**src/rtl/aes_key_expand.sv**
```systemverilog
// Iterative AES-128 key schedule: one round key per valid/ready beat.
// SubWord is computed by four synchronous S-boxes with a registered read.
module aes_sbox (
  input  logic       clk,
  input  logic [7:0] a,
  output logic [7:0] q
);

  function automatic logic [7:0] gf_mul(
    input logic [7:0] x,
    input logic [7:0] y
  );
    logic [7:0] p;
    logic [7:0] s;
    p = 8'h00;
    s = x;
    for (int i = 0; i < 8; i++) begin
      if (y[i]) p = p ^ s;
      s = {s[6:0], 1'b0} ^ (s[7] ? 8'h1b : 8'h00);
    end
    return p;
  endfunction

  // x^254 is the multiplicative inverse in GF(2^8); 0 maps to 0
  function automatic logic [7:0] gf_inv(input logic [7:0] x);
    logic [7:0] r;
    logic [7:0] p;
    r = 8'h01;
    p = x;
    for (int k = 1; k < 8; k++) begin
      p = gf_mul(p, p);
      r = gf_mul(r, p);
    end
    return r;
  endfunction

  function automatic logic [7:0] rotl(
    input logic [7:0] x,
    input int         n
  );
    return (x << n) | (x >> (8 - n));
  endfunction

  logic [7:0] b;
  logic [7:0] s;

  always_comb begin
    b = gf_inv(a);
    s = b ^ rotl(b, 1) ^ rotl(b, 2) ^ rotl(b, 3) ^ rotl(b, 4) ^ 8'h63;
  end

  always_ff @(posedge clk) begin
    q <= s;
  end

endmodule

module aes_key_expand #(
  parameter int NR = 10
) (
  input  logic         clk,
  input  logic         reset_n,
  input  logic         start,
  input  logic [127:0] key,
  input  logic         rk_ready,
  output logic         rk_valid,
  output logic [127:0] rk,
  output logic [3:0]   rk_round,
  output logic         busy,
  output logic         done
);

  typedef enum logic [1:0] {
    IDLE,
    PRESENT,
    SUB,
    MIX
  } state_t;

  state_t      state;
  logic [7:0]  rcon;
  logic [31:0] w0, w1, w2, w3;
  logic [31:0] rot;
  logic [31:0] sub_w;
  logic [31:0] t;
  logic [31:0] n0, n1, n2, n3;
  logic [7:0]  rcon_nx;

  assign w0  = rk[127:96];
  assign w1  = rk[95:64];
  assign w2  = rk[63:32];
  assign w3  = rk[31:0];
  assign rot = {w3[23:0], w3[31:24]};

  // rk is stable through SUB, so the S-box output is still valid in MIX
  for (genvar g = 0; g < 4; g++) begin : g_sbox
    aes_sbox u_sbox (
      .clk (clk),
      .a   (rot[8*g +: 8]),
      .q   (sub_w[8*g +: 8])
    );
  end

  always_comb begin
    t       = sub_w ^ {rcon, 24'h0};
    n0      = w0 ^ t;
    n1      = w1 ^ n0;
    n2      = w2 ^ n1;
    n3      = w3 ^ n2;
    rcon_nx = {rcon[6:0], 1'b0} ^ (rcon[7] ? 8'h1b : 8'h00);
  end

  always_ff @(posedge clk or negedge reset_n) begin
    if (!reset_n) begin
      state    <= IDLE;
      rk       <= '0;
      rk_round <= '0;
      rcon     <= 8'h01;
      rk_valid <= 1'b0;
      busy     <= 1'b0;
      done     <= 1'b0;
    end else begin
      done <= 1'b0;
      unique case (state)
        IDLE: begin
          if (start) begin
            rk       <= key;
            rk_round <= '0;
            rcon     <= 8'h01;
            rk_valid <= 1'b1;
            busy     <= 1'b1;
            state    <= PRESENT;
          end
        end
        PRESENT: begin
          if (rk_ready) begin
            rk_valid <= 1'b0;
            if (rk_round == 4'(NR)) begin
              busy  <= 1'b0;
              done  <= 1'b1;
              state <= IDLE;
            end else begin
              state <= SUB;
            end
          end
        end
        SUB: begin
          state <= MIX;
        end
        MIX: begin
          rk       <= {n0, n1, n2, n3};
          rk_round <= rk_round + 4'd1;
          rcon     <= rcon_nx;
          rk_valid <= 1'b1;
          state    <= PRESENT;
        end
        default: state <= IDLE;
      endcase
    end
  end

endmodule

```
**config.mk**
```make
export PLATFORM = sky130hd
export DESIGN_NAME = aes_key_expand
export DESIGN_NICKNAME = d
export VERILOG_FILES = /design/src/rtl/aes_key_expand.sv
export SDC_FILE = /design/constraint.sdc
export NUM_CORES = 2
export LEC_CHECK = 0
export ABC_CLOCK_PERIOD_IN_PS = 16900
export BUFFER_PORTS_ARGS = -buffer_cell sky130_fd_sc_hd__buf_2
export CORE_UTILIZATION = 50
export CTS_CLUSTER_SIZE = 30
export DETAILED_ROUTE_END_ITERATION = 8
export PLACE_DENSITY = 0.67
export SKIP_CTS_REPAIR_TIMING = 1
export SYNTH_ARGS = -nofsm -noshare
export SYNTH_HDL_FRONTEND = slang
export SYNTH_SLANG_ARGS = --single-unit
```
**constraint.sdc**
```tcl
create_clock -name clk -period 16.9 [get_ports clk]
set_clock_uncertainty 0.2 [all_clocks]
set_input_delay 0.845 -clock clk [delete_from_list [all_inputs] [get_ports clk]]
set_output_delay 0.845 -clock clk [all_outputs]
set_load 0.01 [all_outputs]
```
==> metrics.md <==
| Metric | Value |
|---|---|
| CTS tree | `done` |
| Setup_tns | `0 ns` |
| Num CTS Buffers | `17` |
| DP Area | `73200 µm²` |
| Vias in the first global route | `62200` |
| Initial antenna violation count | `14` |
| Setup violators final | `0` |
| Ys Warns | `0` |
| Worst Hold Margin | `0.213 ns` |
| Max cap viols | `0` |
| Site row count | `135` |
| RR Startpoint | `rk[24]` |
| Met2 Track Usage GR | `50.4%` |
| Yosys top cell by area | `xnor2_1` |
| Crit Path Max Fanout | `9` |
| Crit-path max cell delay | `0.76 ns` |
| Largest net degree at the start of global routing | `95` |
| Io pins | `267` |
| Fill cells | `13000` |
| Critical path class | `reg2reg` |
| DRC Markers | `0` |
| Slew headroom | `13.7%` |
| GRT Total Usage | `32.3%` |
| #FFs+latches synth | `177` |
| Met1 Use GR | `45.4%` |
| CTS root buf | `clkbuf_16` |
| Crit path launch type | `register` |
| Setup crit start | `rk[24]` |
| Register area share after synthesis | `6.22%` |
| Status | `complete, no violations` |
| Fin. Hold Viols | `0` |
| Final Wtd Congestion | `0.988` |
| CP Data Arrival Time | `16.32 ns` |
| Layout net count | `9286` |
| Final min period | `16.12 ns` |
| Layout cell share with drive strength beyond 1 | `13.3%` |
| DP Wirelength | `174000 µm` |
| Ys async rst share | `81.9%` |
| Post-synthesis cell count | `9011` |
| Clk pin slew, worst setup/hold paths | `0.09 ns` |
| Max Fclk | `62.0 MHz` |
| WL final | `234000 µm` |
| DRT Pass-1 Iters | `6` |
| Count of input and output buffers | `266` |
| Core Box Area | `136000 µm²` |
| Slew @ Worst Pin | `1.29 ns` |
| Fin area | `74400 µm²` |
| Post-synth EDFFs | `0` |
| Die Area | `139000 µm²` |
| Worst path slowest cell | `xnor3_1` |
| Die width | `373 µm` |
| Distinct cell type count after synthesis | `124` |
| Syn-to-layout area delta | `8.35%` |
| First-pass GRT wire length | `361000 µm` |
| Grt total ovfl | `0` |
| Fin. max-slew vios | `0` |
| GR Util met3 | `5.74%` |
| Via density | `6.20` |
| Mapped cell area | `68600 µm²` |
| Clock Latency Late Sink | `0.55 ns` |
| Synthesized Nets | `9178` |
| Clk sink count | `177` |
| CP endpoint kind | `register` |
| Most used routing layer | `met2` |
| Initial DRC count | `7362` |
| Longest Clk Path Bufs | `2` |
| Vias | `67700` |
| Die Y | `373 µm` |
| Syn Area/Cell | `7.62 µm²` |
| Primary FF master, synth | `dfrtp_1` |
| Period utilization | `95.4%` |
| CP Data Required Time | `17.10 ns` |
| Routed Antenna Nets | `0` |
| Synth top area share | `20.4%` |
| Hold WC Path Type | `in2async` |
| Initial Util | `50.5%` |
| H-tree depth reported by CTS | `4` |
| Most used cell, CP | `xnor2_1` |
| Dominant cells by area after synthesis | `xnor2_1 (20%), xnor3_1 (12%), nor2_1 (7.0%)` |
| Routed WL per cell | `21.4 µm` |
==> final cells by class <==
| cell class | count | area (µm²) | area share, % |
|---|---|---|---|
| clock inverter | 15 | 216 | 0.291 |
| tap | 1781 | 2230 | 3.00 |
| clock buffer | 17 | 425 | 0.572 |
| sequential | 177 | 4270 | 5.74 |
| timing repair buffer | 737 | 4890 | 6.57 |
| multi-input combinational | 8071 | 61900 | 83.2 |
| inverter | 115 | 432 | 0.580 |
| antenna | 4 | 10.0 | 0.0135 |
==> state kept, by name, indices dropped and copies added, names as in the netlist <==
signal and cells:
rcon 8, done 1, rk_round 4, state 2, rk 128, g_sbox.u_sbox.q 32
rk_valid 1, busy 1
==> logic make-up after synthesis <==
family | share of synthesized area, %
AO/OA/AOI/OAI | 19.8
AND/OR/NAND/NOR | 19.5
buffers and inverters | 4.82
multiplexers | 4.19
XOR/XNOR | 44.8
flip-flops | 6.22
adder cells (fa/ha/maj) | 0.653
==> synth_stat cells, types with 35 or more instances <==
cell and count:
buf_1 42, xnor2_2 92, a221oi_1 58, xnor2_1 1596, xor3_1 48, nor2b_1 52, clkbuf_1 418, ha_1 35
a22oi_1 45, dfrtp_1 144, nor4_1 45, a211oi_1 95, or3_1 50, nor2_1 1288, o21ai_0 377, inv_1 79
nand4_1 41, o31ai_1 36, a21oi_1 518, o211ai_1 82, a31oi_1 74, nand3_1 267, and2_1 50, o21a_1 48
nand2_1 838, buf_4 56, buf_2 120, nand2b_1 46, a211o_1 37, xnor3_1 373, mux2_2 47, o22a_1 61
mux2i_1 226, o22ai_1 244, and3_1 44, nor3_1 211, xor2_1 445
==> path summary, 6_finish.rpt <==
kind	endpoint	slack (ns)	cells after the start
max	g_sbox[0].u_sbox.q[6]	0.78	48
min	rk[98]	0.21	1
max reg2reg	g_sbox[0].u_sbox.q[6]	0.78	48
min reg2reg	rk_valid	0.32	1
max in group asynchronous	rk[23]	14.81	2
min in group clk	rk_valid	0.32	1
==> through the flow <==
stage	std cells	util [%]	worst slack, ns
floorplan	9011	-	1.33
global placement	10900	53.9	0.199
detailed placement	10900	53.9	0.0761
CTS	10900	54.4	-0.0125
global route	10900	54.8	-0.0165
finish	10900	54.8	0.777
==> metal layers <==
layer	up-vias	wire (µm)
met1	32300	102000
met2	3131	103000
met4	16	6560
li1	31800	-
met5	-	142
met3	415	21800
==> critical path: cells and delay by family (launching register included) <==
| kind | cells | cell delay, ns |
|---|---|---|
| DFF | 1 | 0.53 |
| xor gates and xnor gates | 29 | 10.50 |
| and+or+nand+nor | 8 | 1.54 |
| buffers and inverters | 1 | 0.16 |
| muxes | 2 | 0.50 |
| adders and majority gates | 2 | 0.94 |
| AOI/OAI and AO/OA | 6 | 1.53 |
==> cell usage in the layout, fill, tap and decap left out, drive strengths merged, types with 38 or more instances in the layout <==
| cell | Yosys | final |
|---|---|---|
| dfrtp | 144 | 144 |
| o21a | 48 | 48 |
| nor2b | 53 | 53 |
| xor3 | 57 | 57 |
| nor2 | 1297 | 1297 |
| o21ai | 405 | 405 |
| xnor2 | 1704 | 1704 |
| buf | 229 | 736 |
| o22a | 61 | 61 |
| mux2i | 229 | 229 |
| a211oi | 99 | 99 |
| o22ai | 246 | 246 |
| o211ai | 82 | 82 |
| or2 | 38 | 38 |
| xnor3 | 393 | 393 |
| and2 | 54 | 54 |
| inv | 100 | 108 |
| a31oi | 74 | 74 |
| mux2 | 47 | 47 |
| nor4 | 49 | 49 |
| nand3 | 267 | 267 |
| nand4 | 41 | 41 |
| a22oi | 46 | 46 |
| nand2b | 46 | 46 |
| a221oi | 61 | 61 |
| nand2 | 841 | 841 |
| nor3 | 214 | 214 |
| and3 | 44 | 44 |
| a21oi | 521 | 521 |
| or3 | 50 | 50 |
| xor2 | 484 | 484 |
Power is left out: the tool's default activity adds up to more than one toggle a clock period on the data nets, which glitch-free logic cannot reach.
